==> src/rtl/qproc_dispatch_pkg.sv <==
// rtl/qproc_dispatch_pkg.sv - shared types for the timed port-write dispatcher
// Contents: dispatch_entry_t (queued write), dispatch_state_e (dispatch FSM),
//           LATE_DROP_THR (lateness limit), is_due() (wrap-safe time compare).
package qproc_dispatch_pkg;

  // Entry address field is wider than any practical PA_W so that out-of-range
  // addresses survive the queue and are rejected at pop time.
  localparam int ENTRY_AW      = 16;
  localparam int LATE_DROP_THR = 255;

  typedef struct packed {
    logic [ENTRY_AW-1:0] addr;
    logic [31:0]         tstamp;
    logic [31:0]         dt;
  } dispatch_entry_t;

  typedef enum logic [1:0] {
    ST_IDLE,
    ST_WAIT,
    ST_FIRE
  } dispatch_state_e;

  // Due when (now - t) is non-negative as a signed 32-bit value, so the
  // comparison keeps working across counter wrap-around.
  function automatic logic is_due(input logic [31:0] now, input logic [31:0] t);
    logic [31:0] diff;
    diff = now - t;
    return ~diff[31];
  endfunction

endpackage

==> src/rtl/qproc_dispatch_fifo.sv <==
// rtl/qproc_dispatch_fifo.sv - show-ahead synchronous FIFO of dispatch entries
// Ports: c_clk_i/c_rst_ni clock and sync active-low reset; flush_i sync clear;
//        push_i/push_entry_i write side; pop_i read side; head_o show-ahead
//        head entry; full_o/empty_o/cnt_o occupancy status.
module qproc_dispatch_fifo
  import qproc_dispatch_pkg::*;
#(
  parameter int AW = 3
) (
  input  logic            c_clk_i,
  input  logic            c_rst_ni,
  input  logic            flush_i,
  input  logic            push_i,
  input  dispatch_entry_t push_entry_i,
  input  logic            pop_i,
  output dispatch_entry_t head_o,
  output logic            full_o,
  output logic            empty_o,
  output logic [AW:0]     cnt_o
);

  localparam int DEPTH = 2 ** AW;

  dispatch_entry_t r_mem [DEPTH];
  logic [AW-1:0]   r_wr_ptr;
  logic [AW-1:0]   r_rd_ptr;
  logic [AW:0]     r_cnt;

  logic w_full;
  logic w_empty;
  logic w_do_pop;
  logic w_do_push;

  assign w_full    = (r_cnt == (AW+1)'(DEPTH));
  assign w_empty   = (r_cnt == '0);
  assign w_do_pop  = pop_i && !w_empty;
  // A full queue still takes a push when the head leaves in the same cycle.
  assign w_do_push = push_i && (!w_full || w_do_pop);

  always_ff @(posedge c_clk_i) begin
    if (w_do_push) begin
      r_mem[r_wr_ptr] <= push_entry_i;
    end
  end

  always_ff @(posedge c_clk_i) begin
    if (!c_rst_ni || flush_i) begin
      r_wr_ptr <= '0;
      r_rd_ptr <= '0;
      r_cnt    <= '0;
    end else begin
      if (w_do_push) r_wr_ptr <= r_wr_ptr + 1'b1;
      if (w_do_pop)  r_rd_ptr <= r_rd_ptr + 1'b1;
      case ({w_do_push, w_do_pop})
        2'b10:   r_cnt <= r_cnt + 1'b1;
        2'b01:   r_cnt <= r_cnt - 1'b1;
        default: r_cnt <= r_cnt;
      endcase
    end
  end

  assign head_o  = r_mem[r_rd_ptr];
  assign full_o  = w_full;
  assign empty_o = w_empty;
  assign cnt_o   = r_cnt;

endmodule

==> src/rtl/qproc_port_dispatch.sv <==
// rtl/qproc_port_dispatch.sv - releases queued port writes when their time arrives
// Option: QPROC_DISPATCH_LATE_DROP_EN discards entries more than LATE_DROP_THR
//         cycles late (late_o still pulses, out_vld_o stays 0).
// Ports: c_clk_i/c_rst_ni clock and sync active-low reset; en_i dispatch
//        enable; restart_i sync flush; port_we_i/port_addr_i/port_time_i/
//        port_dt_i core write stream; time_abs_i absolute time; out_vld_o
//        one-hot fire strobe; out_dt_o payload; fifo_cnt_o/fifo_full_o/
//        fifo_empty_o queue status; late_o late pulse; ovf_o/addr_err_o sticky.
module qproc_port_dispatch
  import qproc_dispatch_pkg::*;
#(
  parameter int FIFO_AW      = 3,
  parameter int OUT_PORT_QTY = 4,
  parameter int PA_W         = 4
) (
  input  logic                    c_clk_i,
  input  logic                    c_rst_ni,
  input  logic                    en_i,
  input  logic                    restart_i,
  input  logic                    port_we_i,
  input  logic [PA_W-1:0]         port_addr_i,
  input  logic [31:0]             port_time_i,
  input  logic [31:0]             port_dt_i,
  input  logic [31:0]             time_abs_i,
  output logic [OUT_PORT_QTY-1:0] out_vld_o,
  output logic [31:0]             out_dt_o,
  output logic [FIFO_AW:0]        fifo_cnt_o,
  output logic                    fifo_full_o,
  output logic                    fifo_empty_o,
  output logic                    late_o,
  output logic                    ovf_o,
  output logic                    addr_err_o
);

  dispatch_state_e r_state;
  dispatch_state_e w_state_nxt;

  logic [OUT_PORT_QTY-1:0] r_fire_oh;
  logic [31:0]             r_out_dt;
  logic                    r_fire_late;
  logic                    r_ovf;
  logic                    r_addr_err;

  dispatch_entry_t  w_push_entry;
  dispatch_entry_t  w_head;
  logic             w_fifo_full;
  logic             w_fifo_empty;
  logic [FIFO_AW:0] w_fifo_cnt;
  logic [31:0]      w_lateness;
  logic             w_due;
  logic             w_pop;
  logic             w_addr_ok;
  logic             w_late_drop;

  assign w_push_entry.addr   = ENTRY_AW'(port_addr_i);
  assign w_push_entry.tstamp = port_time_i;
  assign w_push_entry.dt     = port_dt_i;

  qproc_dispatch_fifo #(
    .AW (FIFO_AW)
  ) u_fifo (
    .c_clk_i      (c_clk_i),
    .c_rst_ni     (c_rst_ni),
    .flush_i      (restart_i),
    .push_i       (port_we_i),
    .push_entry_i (w_push_entry),
    .pop_i        (w_pop),
    .head_o       (w_head),
    .full_o       (w_fifo_full),
    .empty_o      (w_fifo_empty),
    .cnt_o        (w_fifo_cnt)
  );

  assign w_lateness = time_abs_i - w_head.tstamp;
  assign w_due      = is_due(time_abs_i, w_head.tstamp);
  assign w_pop      = (r_state == ST_WAIT) && en_i && w_due && !w_fifo_empty;
  assign w_addr_ok  = (32'(w_head.addr) < 32'(OUT_PORT_QTY));

`ifdef QPROC_DISPATCH_LATE_DROP_EN
  assign w_late_drop = (w_lateness > 32'(LATE_DROP_THR));
`else
  assign w_late_drop = 1'b0;
`endif

  always_comb begin
    w_state_nxt = r_state;
    case (r_state)
      ST_IDLE: if (!w_fifo_empty) w_state_nxt = ST_WAIT;
      ST_WAIT: if (w_pop) w_state_nxt = ST_FIRE;
      ST_FIRE: w_state_nxt = w_fifo_empty ? ST_IDLE : ST_WAIT;
      default: w_state_nxt = ST_IDLE;
    endcase
  end

  always_ff @(posedge c_clk_i) begin
    if (!c_rst_ni || restart_i) begin
      r_state     <= ST_IDLE;
      r_fire_oh   <= '0;
      r_out_dt    <= '0;
      r_fire_late <= 1'b0;
      r_ovf       <= 1'b0;
      r_addr_err  <= 1'b0;
    end else begin
      r_state <= w_state_nxt;
      if (port_we_i && w_fifo_full && !w_pop) r_ovf <= 1'b1;
      if (w_pop) begin
        // Address-rejected entries are reported via addr_err_o only.
        r_fire_late <= w_addr_ok && (w_lateness != '0);
        if (w_addr_ok && !w_late_drop) begin
          r_fire_oh <= OUT_PORT_QTY'(1) << w_head.addr;
          r_out_dt  <= w_head.dt;
        end else begin
          r_fire_oh <= '0;
        end
        if (!w_addr_ok) r_addr_err <= 1'b1;
      end
    end
  end

  assign out_vld_o    = (r_state == ST_FIRE) ? r_fire_oh : '0;
  assign late_o       = (r_state == ST_FIRE) && r_fire_late;
  assign out_dt_o     = r_out_dt;
  assign fifo_cnt_o   = w_fifo_cnt;
  assign fifo_full_o  = w_fifo_full;
  assign fifo_empty_o = w_fifo_empty;
  assign ovf_o        = r_ovf;
  assign addr_err_o   = r_addr_err;

endmodule

==> config.mk <==
export PLATFORM = sky130hd
export DESIGN_NAME = qproc_port_dispatch
export DESIGN_NICKNAME = d
export VERILOG_FILES = /design/src/rtl/qproc_dispatch_pkg.sv /design/src/rtl/qproc_dispatch_fifo.sv /design/src/rtl/qproc_port_dispatch.sv
export SDC_FILE = /design/constraint.sdc
export NUM_CORES = 1
export LEC_CHECK = 0
export ABC_AREA = 1
export ABC_CLOCK_PERIOD_IN_PS = 8700
export BUFFER_PORTS_ARGS = -buffer_cell sky130_fd_sc_hd__buf_2
export CORE_ASPECT_RATIO = 1.1
export CORE_MARGIN = 4
export CORE_UTILIZATION = 50
export DETAILED_ROUTE_END_ITERATION = 6
export PLACE_DENSITY_LB_ADDON = 0.3
export SYNTH_ARGS = -nofsm -noshare
export SYNTH_HDL_FRONTEND = slang
export SYNTH_HIERARCHICAL = 1
export SYNTH_SLANG_ARGS = --single-unit
==> constraint.sdc <==
create_clock -name c_clk_i -period 8.7 [get_ports c_clk_i]
set_input_delay 1.74 -clock c_clk_i [delete_from_list [all_inputs] [get_ports c_clk_i]]
set_output_delay 1.74 -clock c_clk_i [all_outputs]
set_load 0.05 [all_outputs]
==> impl_metrics.toml <==
[status]
status = "finished clean"

[worst_setup_path]
worst_path_largest_cell_delay_ps = 960
crit_top_cell = "nand2_1"
cp_max_fo = 123
crit_slowest_cell = "buf_4"
cp.arrival_ps = 6400
cp_data_required_time_ps = 8890
cp-start-kind = "flip-flop"
crit_type = "reg2reg"
cp-end-kind = "flip-flop"

[sta]
setup_viol = 0
setup_slack_ps = 2490
finalCriticalPeriod_ps = 6210
rsz0062_at_grt = "false"
worst_pin_slew_ps = 1200
hold_viol = 0
finalCritPeriodShare_pct = 71.4
drv_slew = 0
hold_ws_ps = 475
max-slew-margin-rel_pct = 19.9
clock_skew_ps = 42.6
fmax_mhz = 161

[synth]
synthTopCellsByCount = "edfxtp_1 (640), nand2_1 (540), nor2_1 (401)"
synthDistinctLibCells = 42
synth_edf_count = 640
synth-async-reset-ratio_pct = 0
netlist_area_sq_um = 29900
synthTopCellsByArea = "edfxtp_1 (64%), nand2_1 (6.8%), nor2_1 (5.0%)"
yosysTopAreaCell = "edfxtp_1"
postSynthCellCount = 2687
post-synth-top-count-cell = "edfxtp_1"
ys_seq_area_share_pct = 67.8
avgSynthCellArea_sq_um = 11.1
ys.flop_type = "edfxtp_1"
yosys_register_bits = 694
yosys_warnings = 6
synth_top_area_share_pct = 64.2

[final_layout]
regArea_sq_um = 20300
area_growth_pct = 13.3
nets = 3046
fill_cells = 4792
drive_above_1_share_pct = 12.4
multiInputGateArea_sq_um = 8700

[clock_network]
cts_tree = "done"
hold_buffers = 0
worstSkewPairLatency_ps = 620
postCtsSetupRepairBufs = 0
cts_resized = 0
h-tree-depth = 3
cts_buffers = 68
clock_tree.root_cell = "clkbuf_16"
cts_buffer_depth = 3
clk_pin_slew_ps = 60
numClockSinks = 694

[detailed_routing]
vias = 20100
drcViolationCount = 0
wire_per_inst_microns = 18.9
firstDrtPassIters = 7
postRouteAntennaNets = 0
vias_per_cell = 5.39
dr.first_iter.drc_count = 1855
wl_microns = 70400

[die]
die_y_microns = 265
ios = 150
die_w_microns = 241
fp.dieArea_sq_um = 63900
rows = 93
start_util_pct = 50.9
coreArea_sq_um = 58900

[grt]
grt_pass1_vias = 20000
track_usage_pct = 22.0
grt_pass1_wl_microns = 109000
grt-ovfl-total = 0
antenna_found_initial = 9
grt_start_max_net_pins = 124

[power_and_ir_drop]
ir_worst_vdd_mv = 0.146
power_density_nw_per_um2 = 207
leakage_nw = 12.7

[hold_path]
holdCritPathClass = "reg2reg"

[placement]
hpwlAfterDp_microns = 42200
post-place-ws_ps = 2560
gp_congestion = 0.911
port_buffers = 149

[run]
cap_violations = 0
-- power breakdown --
part / switching (mW) / internal, mW
Sequential: 0.0115 / 3.69
Clock: 1.21 / 1.72
Combinational: 0.280 / 0.118
Total: 1.51 / 5.53
-- layout by cell type (no fill, tap or decap), drive strengths merged --
master | Yosys | layout
xor2 | 3 | 3
mux2i | 80 | 80
a21oi | 71 | 71
edfxtp | 640 | 640
xnor2 | 5 | 5
and2 | 2 | 2
clkinvlp | 0 | 4
clkinv | 1 | 16
inv | 187 | 191
nor2 | 403 | 403
ha | 36 | 36
o21bai | 3 | 3
nand2 | 582 | 582
nor3 | 13 | 13
and3 | 2 | 2
fa | 1 | 1
nor4 | 3 | 3
or3 | 1 | 1
a31oi | 1 | 1
o22ai | 80 | 80
or2 | 1 | 1
diode | 0 | 8
dfxtp | 54 | 54
nand3 | 50 | 50
nand4 | 11 | 11
buf | 53 | 175
nand3b | 4 | 4
conb | 1 | 96
o21ai | 329 | 329
bufinv | 0 | 6
clkbuf | 70 | 96
-- stage by stage --
stage          util [%]  total power, mW  instances  setup TNS (ps)  instance area (sq um)
5_1_grt            57.6             7.31       3722               0                  33900
4_1_cts            57.6             7.10       3719               0                  33900
3_5_place_dp       53.8             4.17       3594               0                  31700
2_1_floorplan         -             4.02       2782         -198490                  30300
3_3_place_gp       53.8             4.16       3594               0                  31700
6_report           57.6             7.04       3727               0                  33900
-- per-layer routing --
layer  up-vias  track usage [%]  wire length, microns
met1      9742             29.0                 30000
met5         -                0                    35
li1       9636                -                     -
met4         6             7.99                  1910
met2       591             37.0                 34700
met3       129             3.43                  3810
-- worst paths after layout --
| path | start | endpoint | slack, ps | cells after the start |
|---|---|---|---|---|
| setup / recovery | flip-flop | u_fifo/r_mem[0][30]$_DFFE_PP_ | 2490 | 26 |
| hold / removal | out_dt_o[6]$_SDFFE_PP0P_ | out_dt_o[6]$_SDFFE_PP0P_ | 480 | 2 |
| setup reg to reg | flip-flop | u_fifo/r_mem[0][30]$_DFFE_PP_ | 2490 | 26 |
| hold reg to reg | out_dt_o[6]$_SDFFE_PP0P_ | out_dt_o[6]$_SDFFE_PP0P_ | 480 | 2 |
-- registers in the layout, indices dropped and copies added, names as in the netlist, named ones only --
signal / count
u_fifo/r_mem: 640
out_dt_o: 32
r_fire_oh: 4
u_fifo/cnt_o: 4
u_fifo/r_rd_ptr: 3
u_fifo/r_wr_ptr: 3
r_state: 2
addr_err_o: 1
ovf_o: 1
r_fire_late: 1
-- kinds of logic after synthesis --
logic type / share of synthesized area, %
AND/OR/NAND/NOR: 14.4
flip-flops: 67.8
AO/OA/AOI/OAI: 8.83
buffers and inverters: 4.51
multiplexers: 2.67
adder cells (fa/ha/maj): 1.57
XOR/XNOR: 0.234
other: 0.0125
-- worst max-delay path: cells and delay by family (launching register included) --
kind,cells,cell delay [ps]
compound gates,2,200
fa+ha+maj,1,310
flops,1,560
buf+inv,8,2660
simple gates,15,1870
-- cell type report --
cell class,count,area share [%]
Tap cell,760,2.80
Timing Repair Buffer,175,2.85
Multi-Input combinational cell,1777,25.6
Antenna cell,8,0.0590
Inverter,188,2.12
Sequential cell,694,59.8
Clock inverter,29,1.09
Clock buffer,96,5.60
Note: power is estimated with default switching activity, not from simulation.
